### src/rtl/can_pkg.sv
// can_pkg: shared types and constants for the CAN receive frame sequencer.
//   can_state_e  - field state of the receive sequencer
//   ERR_*        - err_code encodings
//   *_BITS       - fixed field lengths in destuffed bits
//   CRC_POLY     - CRC-15 generator polynomial
//   crc15_step() - one-bit CRC-15 update, MSB first
package can_pkg;

    // Debug field output is state[3:0]. StIfs aliases StSync there; busy separates them.
    typedef enum logic [4:0] {
        StSync    = 5'd0,
        StIdle,
        StIdA,
        StSrrRtr,
        StIde,
        StIdB,
        StRtrX,
        StR1,
        StR0,
        StDlc,
        StData,
        StCrc,
        StCrcDel,
        StAckSlot,
        StAckDel,
        StEof,
        StIfs
    } can_state_e;

    localparam logic [2:0] ERR_NONE  = 3'd0;
    localparam logic [2:0] ERR_STUFF = 3'd1;
    localparam logic [2:0] ERR_FORM  = 3'd2;
    localparam logic [2:0] ERR_CRC   = 3'd3;

    localparam int unsigned ID_A_BITS = 11;
    localparam int unsigned ID_B_BITS = 18;
    localparam int unsigned DLC_BITS  = 4;
    localparam int unsigned CRC_BITS  = 15;

    localparam logic [14:0] CRC_POLY = 15'h4599;

    function automatic logic [14:0] crc15_step(input logic [14:0] crc, input logic b);
        logic fb;
        fb = b ^ crc[14];
        return fb ? ({crc[13:0], 1'b0} ^ CRC_POLY) : {crc[13:0], 1'b0};
    endfunction

endpackage

### src/rtl/can_destuff.sv
// can_destuff: bit-stuffing run tracker for the CAN receive path.
//   clk, reset  - clock, asynchronous active-high reset
//   init        - SOF sampled: seed run tracking with (dominant, 1)
//   advance     - consume rx_bit as a bit of the stuffing region
//   rx_bit      - sampled bus level
//   is_stuff    - the current bit is a stuff bit (five equal bits preceded it)
//   stuff_err   - the current stuff bit has the same level as the run
module can_destuff (
    input  logic clk,
    input  logic reset,
    input  logic init,
    input  logic advance,
    input  logic rx_bit,
    output logic is_stuff,
    output logic stuff_err
);

    logic       last_q;
    logic [2:0] run_q;

    assign is_stuff  = (run_q == 3'd5);
    assign stuff_err = is_stuff && (rx_bit == last_q);

    always_ff @(posedge clk or posedge reset) begin
        if (reset) begin
            last_q <= 1'b0;
            run_q  <= 3'd0;
        end else if (init) begin
            last_q <= 1'b0;
            run_q  <= 3'd1;
        end else if (advance) begin
            // A stuff bit always starts a fresh run.
            if (is_stuff || (rx_bit != last_q)) begin
                last_q <= rx_bit;
                run_q  <= 3'd1;
            end else begin
                run_q <= run_q + 3'd1;
            end
        end
    end

endmodule

### src/rtl/can_rx_frame_sequencer.sv
// can_rx_frame_sequencer: bit-level CAN receive controller (base and extended frames).
// Consumes one bus bit per sp_tick, removes stuff bits, tracks the field position and
// drives the downstream frame shift register.
//   clk, reset   - clock, asynchronous active-high reset (returns to SYNC)
//   sp_tick      - sample-point strobe; rx_bit is valid with it
//   shift_en     - pulse: store rx_bit (destuffed, SOF..CRC)
//   store_clear  - pulse on SOF
//   frame_done   - pulse on the last EOF bit of an error-free frame
//   err_pulse    - pulse on any protocol error; err_code holds the cause until next SOF
//   ide/rtr/dlc  - decoded header fields of the current/last frame
//   field        - current field state (debug), busy - SOF through intermission
// Optional: define CAN_CRC_CHECK_EN to check the received CRC-15 at the CRC delimiter.
module can_rx_frame_sequencer
    import can_pkg::*;
#(
    parameter int unsigned IDLE_BITS = 11,
    parameter int unsigned EOF_BITS  = 7,
    parameter int unsigned IFS_BITS  = 3
) (
    input  logic       clk,
    input  logic       reset,
    input  logic       sp_tick,
    input  logic       rx_bit,
    output logic       shift_en,
    output logic       store_clear,
    output logic       frame_done,
    output logic       err_pulse,
    output logic [2:0] err_code,
    output logic       ide,
    output logic       rtr,
    output logic [3:0] dlc,
    output logic [3:0] field,
    output logic       busy
);

    localparam int unsigned SYNC_W = $clog2(IDLE_BITS + 1);

    can_state_e        state_q;
    logic [SYNC_W-1:0] sync_cnt_q;
    logic [6:0]        bit_cnt_q;
    logic [6:0]        data_len_q;

    logic        sof, in_stuff_zone, is_stuff, stuff_err, stuff_bit, last_bit, crc_bad;
    logic [2:0]  err_det;
    logic [3:0]  dlc_next;
    logic [6:0]  data_bits;
    int unsigned field_len;

    assign field = state_q[3:0];
    assign sof   = sp_tick && (state_q == StIdle) && !rx_bit;

    // A stuff bit following the last CRC bit is still consumed in CRC_DEL.
    assign in_stuff_zone = ((state_q >= StIdA) && (state_q <= StCrc)) ||
                           ((state_q == StCrcDel) && is_stuff);
    assign stuff_bit     = in_stuff_zone && is_stuff;

    can_destuff u_destuff (
        .clk       (clk),
        .reset     (reset),
        .init      (sof),
        .advance   (sp_tick && in_stuff_zone),
        .rx_bit    (rx_bit),
        .is_stuff  (is_stuff),
        .stuff_err (stuff_err)
    );

    assign dlc_next  = {dlc[2:0], rx_bit};
    assign data_bits = rtr ? 7'd0 : ((dlc_next > 4'd8) ? 7'd64 : {dlc_next, 3'b000});

    always_comb begin
        field_len = 1;
        case (state_q)
            StIdA:   field_len = ID_A_BITS;
            StIdB:   field_len = ID_B_BITS;
            StDlc:   field_len = DLC_BITS;
            StData:  field_len = 32'(data_len_q);
            StCrc:   field_len = CRC_BITS;
            StEof:   field_len = EOF_BITS;
            StIfs:   field_len = IFS_BITS;
            default: field_len = 1;
        endcase
    end

    assign last_bit = (32'(bit_cnt_q) + 32'd1 == field_len);

    // Form error outranks CRC error at the delimiter.
    always_comb begin
        err_det = ERR_NONE;
        if (sp_tick) begin
            if (stuff_bit && stuff_err) begin
                err_det = ERR_STUFF;
            end else if (!rx_bit && (((state_q == StCrcDel) && !is_stuff) ||
                                     (state_q == StAckDel) || (state_q == StEof))) begin
                err_det = ERR_FORM;
            end else if ((state_q == StCrcDel) && !is_stuff && crc_bad) begin
                err_det = ERR_CRC;
            end
        end
    end

`ifdef CAN_CRC_CHECK_EN
    logic [14:0] crc_q;
    logic [14:0] rcv_crc_q;

    always_ff @(posedge clk or posedge reset) begin
        if (reset) begin
            crc_q     <= '0;
            rcv_crc_q <= '0;
        end else if (sof) begin
            crc_q     <= crc15_step(15'd0, rx_bit);
            rcv_crc_q <= '0;
        end else if (sp_tick && !stuff_bit) begin
            if ((state_q >= StIdA) && (state_q <= StData)) begin
                crc_q <= crc15_step(crc_q, rx_bit);
            end
            if (state_q == StCrc) begin
                rcv_crc_q <= {rcv_crc_q[13:0], rx_bit};
            end
        end
    end

    assign crc_bad = (rcv_crc_q != crc_q);
`else
    assign crc_bad = 1'b0;
`endif

    always_ff @(posedge clk or posedge reset) begin
        if (reset) begin
            state_q     <= StSync;
            sync_cnt_q  <= '0;
            bit_cnt_q   <= '0;
            data_len_q  <= '0;
            shift_en    <= 1'b0;
            store_clear <= 1'b0;
            frame_done  <= 1'b0;
            err_pulse   <= 1'b0;
            err_code    <= ERR_NONE;
            ide         <= 1'b0;
            rtr         <= 1'b0;
            dlc         <= '0;
            busy        <= 1'b0;
        end else begin
            shift_en    <= 1'b0;
            store_clear <= 1'b0;
            frame_done  <= 1'b0;
            err_pulse   <= 1'b0;
            if (sp_tick) begin
                if (err_det != ERR_NONE) begin
                    err_pulse  <= 1'b1;
                    err_code   <= err_det;
                    busy       <= 1'b0;
                    sync_cnt_q <= '0;
                    bit_cnt_q  <= '0;
                    state_q    <= StSync;
                end else if (state_q == StSync) begin
                    if (!rx_bit) begin
                        sync_cnt_q <= '0;
                    end else if (32'(sync_cnt_q) + 32'd1 == IDLE_BITS) begin
                        sync_cnt_q <= '0;
                        state_q    <= StIdle;
                    end else begin
                        sync_cnt_q <= sync_cnt_q + 1'b1;
                    end
                end else if (state_q == StIdle) begin
                    if (!rx_bit) begin
                        store_clear <= 1'b1;
                        shift_en    <= 1'b1;
                        err_code    <= ERR_NONE;
                        busy        <= 1'b1;
                        ide         <= 1'b0;
                        rtr         <= 1'b0;
                        dlc         <= '0;
                        bit_cnt_q   <= '0;
                        state_q     <= StIdA;
                    end
                end else if (!stuff_bit) begin
                    shift_en  <= (state_q <= StCrc);
                    bit_cnt_q <= last_bit ? 7'd0 : bit_cnt_q + 7'd1;
                    case (state_q)
                        StIdA:    if (last_bit) state_q <= StSrrRtr;
                        StSrrRtr: begin
                            rtr     <= rx_bit;
                            state_q <= StIde;
                        end
                        StIde: begin
                            ide <= rx_bit;
                            if (rx_bit) begin
                                rtr     <= 1'b0;
                                state_q <= StIdB;
                            end else begin
                                state_q <= StR0;
                            end
                        end
                        StIdB:    if (last_bit) state_q <= StRtrX;
                        StRtrX: begin
                            rtr     <= rx_bit;
                            state_q <= StR1;
                        end
                        StR1:     state_q <= StR0;
                        StR0:     state_q <= StDlc;
                        StDlc: begin
                            dlc <= dlc_next;
                            if (last_bit) begin
                                data_len_q <= data_bits;
                                state_q    <= (data_bits == 7'd0) ? StCrc : StData;
                            end
                        end
                        StData:   if (last_bit) state_q <= StCrc;
                        StCrc:    if (last_bit) state_q <= StCrcDel;
                        StCrcDel: state_q <= StAckSlot;
                        StAckSlot: state_q <= StAckDel;
                        StAckDel: state_q <= StEof;
                        StEof: begin
                            if (last_bit) begin
                                frame_done <= 1'b1;
                                state_q    <= StIfs;
                            end
                        end
                        StIfs: begin
                            if (last_bit) begin
                                busy    <= 1'b0;
                                state_q <= StIdle;
                            end
                        end
                        default:  state_q <= StSync;
                    endcase
                end
            end
        end
    end

endmodule

### config.mk
export PLATFORM = sky130hd
export DESIGN_NAME = can_rx_frame_sequencer
export DESIGN_NICKNAME = d
export VERILOG_FILES = /design/src/rtl/can_pkg.sv /design/src/rtl/can_destuff.sv /design/src/rtl/can_rx_frame_sequencer.sv
export SDC_FILE = /design/constraint.sdc
export NUM_CORES = 1
export LEC_CHECK = 0
export CORE_MARGIN = 8
export CORE_UTILIZATION = 30
export CTS_BUF_LIST = sky130_fd_sc_hd__clkbuf_2 sky130_fd_sc_hd__clkbuf_4 sky130_fd_sc_hd__clkbuf_8
export CTS_CLUSTER_SIZE = 14
export DETAILED_ROUTE_END_ITERATION = 7
export PLACE_DENSITY = 0.47
export SLEW_MARGIN = 20
export SYNTH_ARGS = -nofsm -noshare
export SYNTH_HDL_FRONTEND = slang
export SYNTH_HIERARCHICAL = 1
export SYNTH_SLANG_ARGS = --single-unit
### constraint.sdc
create_clock -name clk -period 6.4 [get_ports clk]
set_input_delay 1.28 -clock clk [delete_from_list [all_inputs] [get_ports clk]]
set_output_delay 1.28 -clock clk [all_outputs]
set_load 0.02 [all_outputs]
**Yosys cells after proc, flatten, opt, wreduce, memory -nomap -nowiden**

Cells that the tools add are included.

- Mux-type cells: 81
- Equality and inequality tests: 39
- $add $sub $neg: 5
- Divide/modulo/power cells: 0
- Reductions and logical operators: 39
- Multipliers: 0
- Bitwise gates (word level): 4
- Shifts and indexed selects: 0
- $lt $le $gt $ge: 3

Operators by type and width:

| kind | number |
|---|---|
| $pmux 5 s15 | 1 |
| $mux 5 | 14 |
| $mux 7 | 8 |
| $pmux 7 s7 | 1 |
| $eq 5x4->1 const B | 9 |
| $mux 1 | 37 |
| $mux 4 | 9 |
| $eq 8x32->1 | 1 |
| $ne 5x5->1 const B | 6 |
| $mux 3 | 7 |
| $eq 5x3->1 const B | 4 |
| $reduce_and 6->1 | 3 |
| $reduce_and 7->1 | 2 |
| $reduce_and 12->1 | 1 |
| $reduce_bool 2->1 | 6 |
| $reduce_bool 3->1 | 4 |
| $eq 5x2->1 const B | 2 |
| $logic_and 1x1->1 | 10 |
| $add 7x1->8 const B | 1 |
| $reduce_and 4->1 | 2 |
| $add 7x1->7 const B | 1 |
| $logic_not 7->1 | 1 |
| $mux 2 | 3 |
| $ne 3x2->1 const B | 2 |
| other kinds (25) | 36 |

- Flip-flop bits (word level): 41
- Memory bits (writable): 0
- Memories kept: 0
- Output and inout port bits: 18
- Word-level logic and storage cells: 186
- ROM bits: 0
- Bits in latches: 0

**Longest topological paths before layout**

- Depth in word-level cells: 12
- Gate-level depth with buffers: 12
- Mapped depth without buffers: 11

**Cells and area by module**

Netlist, hierarchy kept.

By module, submodules not included:

| module | times used | area each (um^2) | cells an instance |
|---|---|---|---|
| can_rx_frame_sequencer | 1 | 2484.9 | 293 |
| can_destuff | 1 | 240.2 | 22 |

**Least setup slack after synthesis**

No wires, ideal clock.

- Path kind: input-to-reg
- Start point: input port rx_bit
- End point: register u_destuff.run_q[0]
- Cell stages on the path: 8
- Path slack: 3.232 ns
- Data required time: 6.269 ns
- Arrival: 3.037 ns
- Cells stage by stage: xnor2_2 > and3_2 > and2_1 > a21bo_2 > a31oi_2 > a32oi_2 > nor2b_1 > or3_1

- Elaborated cells on any way between the ends: 8

RTL lines:

| what | line | RTL |
|---|---|---|
| start, declared | can_rx_frame_sequencer.sv:23 | `input logic rx_bit,` |
| $logic_not 1->1 * | n/a |  |
| $logic_and 1x1->1 * | can_rx_frame_sequencer.sv:50 | `assign sof = sp_tick && (state_q == StIdle) && !rx_bit;` |
| named net sof | can_rx_frame_sequencer.sv:43 | `logic sof, in_stuff_zone, is_stuff, stuff_err, stuff_bit, last_bit, crc_bad;` |
| $mux 3 / $reduce_bool 2->1 (equally long branches) | n/a |  |
| end signal, assigned | can_destuff.sv:37 | `run_q <= run_q + 3'd1;` |
| end, declared | can_destuff.sv:19 | `logic [2:0] run_q;` |

Mark *: on every way through the listed nets, which the timed path passes. The rest lies on a longest branch. The select of a mux whose other input is x is not followed.
A chain may end at the register's enable or synchronous reset.

**Worst setup path after layout**

Same ends and word-level chain as after synthesis.

==> impl_metrics.json <==
{
  "grt.total_usage_pct": 11.62,
  "via_per_inst": 5.356,
  "fin_skew_ns": 0.005366,
  "slew-limit-headroom_pct": 28.73,
  "clock_latency_ns": 0.29,
  "antenna_found_initial": 0,
  "rsz0062_at_grt": "false",
  "register_area_um2": 925.9,
  "cts_sinks": 37,
  "peakVddDrop_mv": 0.1506,
  "synthSimpleGateAreaFrac_pct": 28.15,
  "grt_pass1_vias": 2243,
  "dieArea_um2": 12390,
  "finalMaxSlewViolations": 0,
  "final_cell_area_um2": 3087,
  "grt-ovfl-total": 0,
  "dr.pass1.iters": 4,
  "fin_util_pct": 35.22,
  "dpl_cell_area_um2": 2967,
  "drtIter0Drc": 165,
  "die_w_um": 111.3,
  "initial_core_util_pct": 31.10,
  "syn_inst": 315,
  "status": "completed",
  "p_total_uw": 1506,
  "synth_area_leaders": "dfrtp_1 34%, nand2_1 5.4%, a21oi_1 2.9%",
  "most-common-layout-cells": "39 x nand2_1, 37 x dfrtp_1, 20 x clkdlybuf4s50_1",
  "synth_top_family_by_area": "simple AND/OR/NAND/NOR gates",
  "cts_root_buf": "clkbuf_8",
  "synth.ff_latch_count": 37,
  "syn_area_um2": 2725,
  "pre_cts_slack_ns": 2.033,
  "multi_input_area_um2": 1627,
  "synthAdderAreaFrac_pct": 2.296,
  "synth-edff-count": 0,
  "drive_gt1_share_pct": 11.69,
  "path_class": "in2reg",
  "r2r_slack_ns": 2.93,
  "globalplace.congestion": 0.7680,
  "drt-total-wl_um": 7183,
  "fmax_mhz": 247.1,
  "cp-start-kind": "input port",
  "yosys_warnings": 6,
  "num_io_pins": 22,
  "synth_top_area_share_pct": 33.98,
  "core_um2": 8763,
  "htreeDepth": 2,
  "cts.clk_slew.worst_paths_ns": 0.08,
  "num_rows": 34,
  "critPathSlowestCell": "clkdlybuf4s50_1",
  "vias": 2319,
  "cts_buffer_depth": 2,
  "wl_per_cell_um": 16.59,
  "drc": 0,
  "p_leak_uw": 0.001257,
  "holdBufCountCts": 0,
  "dieHeight_um": 111.3,
  "syn_area_per_cell_um2": 8.651,
  "hpwl_um": 4970,
  "syn-num-nets": 324,
  "power_per_cell_area_nw_per_um2": 487.9,
  "worst_pin_slew_ns": 1.062,
  "synth_cell_types": 75,
  "grt_pass1_wl_um": 12100,
  "finalNetCount": 333,
  "synthXorXnorAreaFrac_pct": 4.454,
  "cts.repair.resized": 0,
  "grt_max_degree": 34,
  "arrival_ns": 4.22,
  "numPortBuffers": 20,
  "tns_ns": 0,
  "syn_to_final_growth_pct": 13.27,
  "min_period_over_period_pct": 63.23,
  "num-fill-cells": 909,
  "cts_tree": "built",
  "worst_setup_path_end_kind": "flip-flop",
  "synth_compound_area_share_pct": 22.77,
  "min_path_type": "reg2reg",
  "synth_flop_cell": "dfrtp_1",
  "period_minus_slack_ns": 4.047,
  "layout_commonest_cell": "nand2_1",
  "n_antenna_cell": 0,
  "synth_top_area_cell": "dfrtp_1",
  "critPathRequiredTime_ns": 6.57,
  "hold_violations": 0,
  "cp_cell_sequence": "clkdlybuf4s50_1, xnor2_2, and3_2, and2_1, a21bo_2, a31oi_2, a32oi_2, nor2b_1, or3_1",
  "ys_seq_area_share_pct": 33.98,
  "synthMuxAreaShare_pct": 1.882,
  "cts_setup_buffers": 0,
  "setup_violations": 0,
  "max_stage_delay_ns": 0.72,
  "cts_buffers": 5,
  "layout_setup_ws_ns": 2.353,
  "antenna_left": 0,
  "maxCapViolCount": 0,
  "async_flop_share_pct": 100.0,
  "cp_max_fo": 15
}
## path summary, 6_finish.rpt
| check | startpoint | to | depth (start not counted) |
|---|---|---|---|
| worst max-delay path | rx_bit | u_destuff/run_q[0]$_DFFE_PP0P_ | 9 |
| worst min-delay path | err_code[1]$_DFFE_PP0P_ | err_code[1]$_DFFE_PP0P_ | 2 |
| worst max register to register | state_q[3]$_DFFE_PP0P_ | busy$_DFFE_PP0P_ | 7 |
| worst min register to register | err_code[1]$_DFFE_PP0P_ | err_code[1]$_DFFE_PP0P_ | 2 |
| max in group asynchronous | reset | data_len_q[5]$_DFFE_PP0P_ | 3 |
| min in group asynchronous | reset | u_destuff/run_q[2]$_DFFE_PP0P_ | 2 |
## per-layer routing
metal	track usage [%]	vias to the layer above	part of all wire, %
met5	0	-	0
met4	3.911	0	1.2
met3	1.840	4	3.6
met2	16.67	47	42
met1	17.00	1115	53
li1	-	1153	-
## critical path, delay by kind of cell
kind	cells	cell delay, ns
XOR/XNOR	1	0.27
buffers and inverters	1	0.72
AND/OR/NAND/NOR	4	1.07
AO/OA/AOI/OAI	3	0.88
## metrics by stage
stage / instances / hold slack, ns
finish: 433 / 0.4820
global route: 433 / 0.5135
CTS: 433 / 0.4872
detailed placement: 425 / 0.4665
global placement: 425 / 0.4660
floorplan: 315 / 0.4476
## registers in the layout, summed over array words and instances, names as in the netlist, 2 cells and up
name	cells
err_code	2
bit_cnt_q	7
state_q	5
data_len_q	4
u_destuff/run_q	3
sync_cnt_q	4
dlc	4
## synth_stat cells (5+ instances only)
| cell type | count |
|---|---|
| xnor2_1 | 8 |
| clkbuf_1 | 7 |
| nand4_1 | 8 |
| nor3b_1 | 5 |
| a21oi_1 | 16 |
| dfrtp_1 | 37 |
| ha_1 | 5 |
| nand2_1 | 39 |
| o21ai_0 | 16 |
| nor2_1 | 18 |
| nor2b_1 | 6 |
| nand3_1 | 13 |
| nor3_1 | 11 |
| buf_4 | 8 |
| buf_2 | 6 |
| or3_1 | 7 |
| inv_1 | 10 |
| nand2b_1 | 6 |
## cells by family (layout without fill, tap and decap cells)
family	count (synthesis)	after routing
other	1	1
adder cells (fa/ha/maj)	5	5
AND/OR/NAND/NOR	138	138
AO/OA/AOI/OAI	83	83
multiplexers	4	4
XOR/XNOR	13	13
flip-flops	37	37
buffers and inverters	34	44
## power breakdown
part / switching, uW / internal (uW)
logic: 540 / 356
registers: 85.6 / 303
clock network: 89.7 / 131
## cell type report
class                           count  share of cell area, %
Timing Repair Buffer               25                  7.702
Multi-Input combinational cell    244                  52.70
Sequential cell                    37                  30.00
Clock inverter                      1                 0.9728
Clock buffer                        7                  2.919
Inverter                           11                  1.338
Tap cell                          108                  4.378
(Power assumes the default switching activity.)
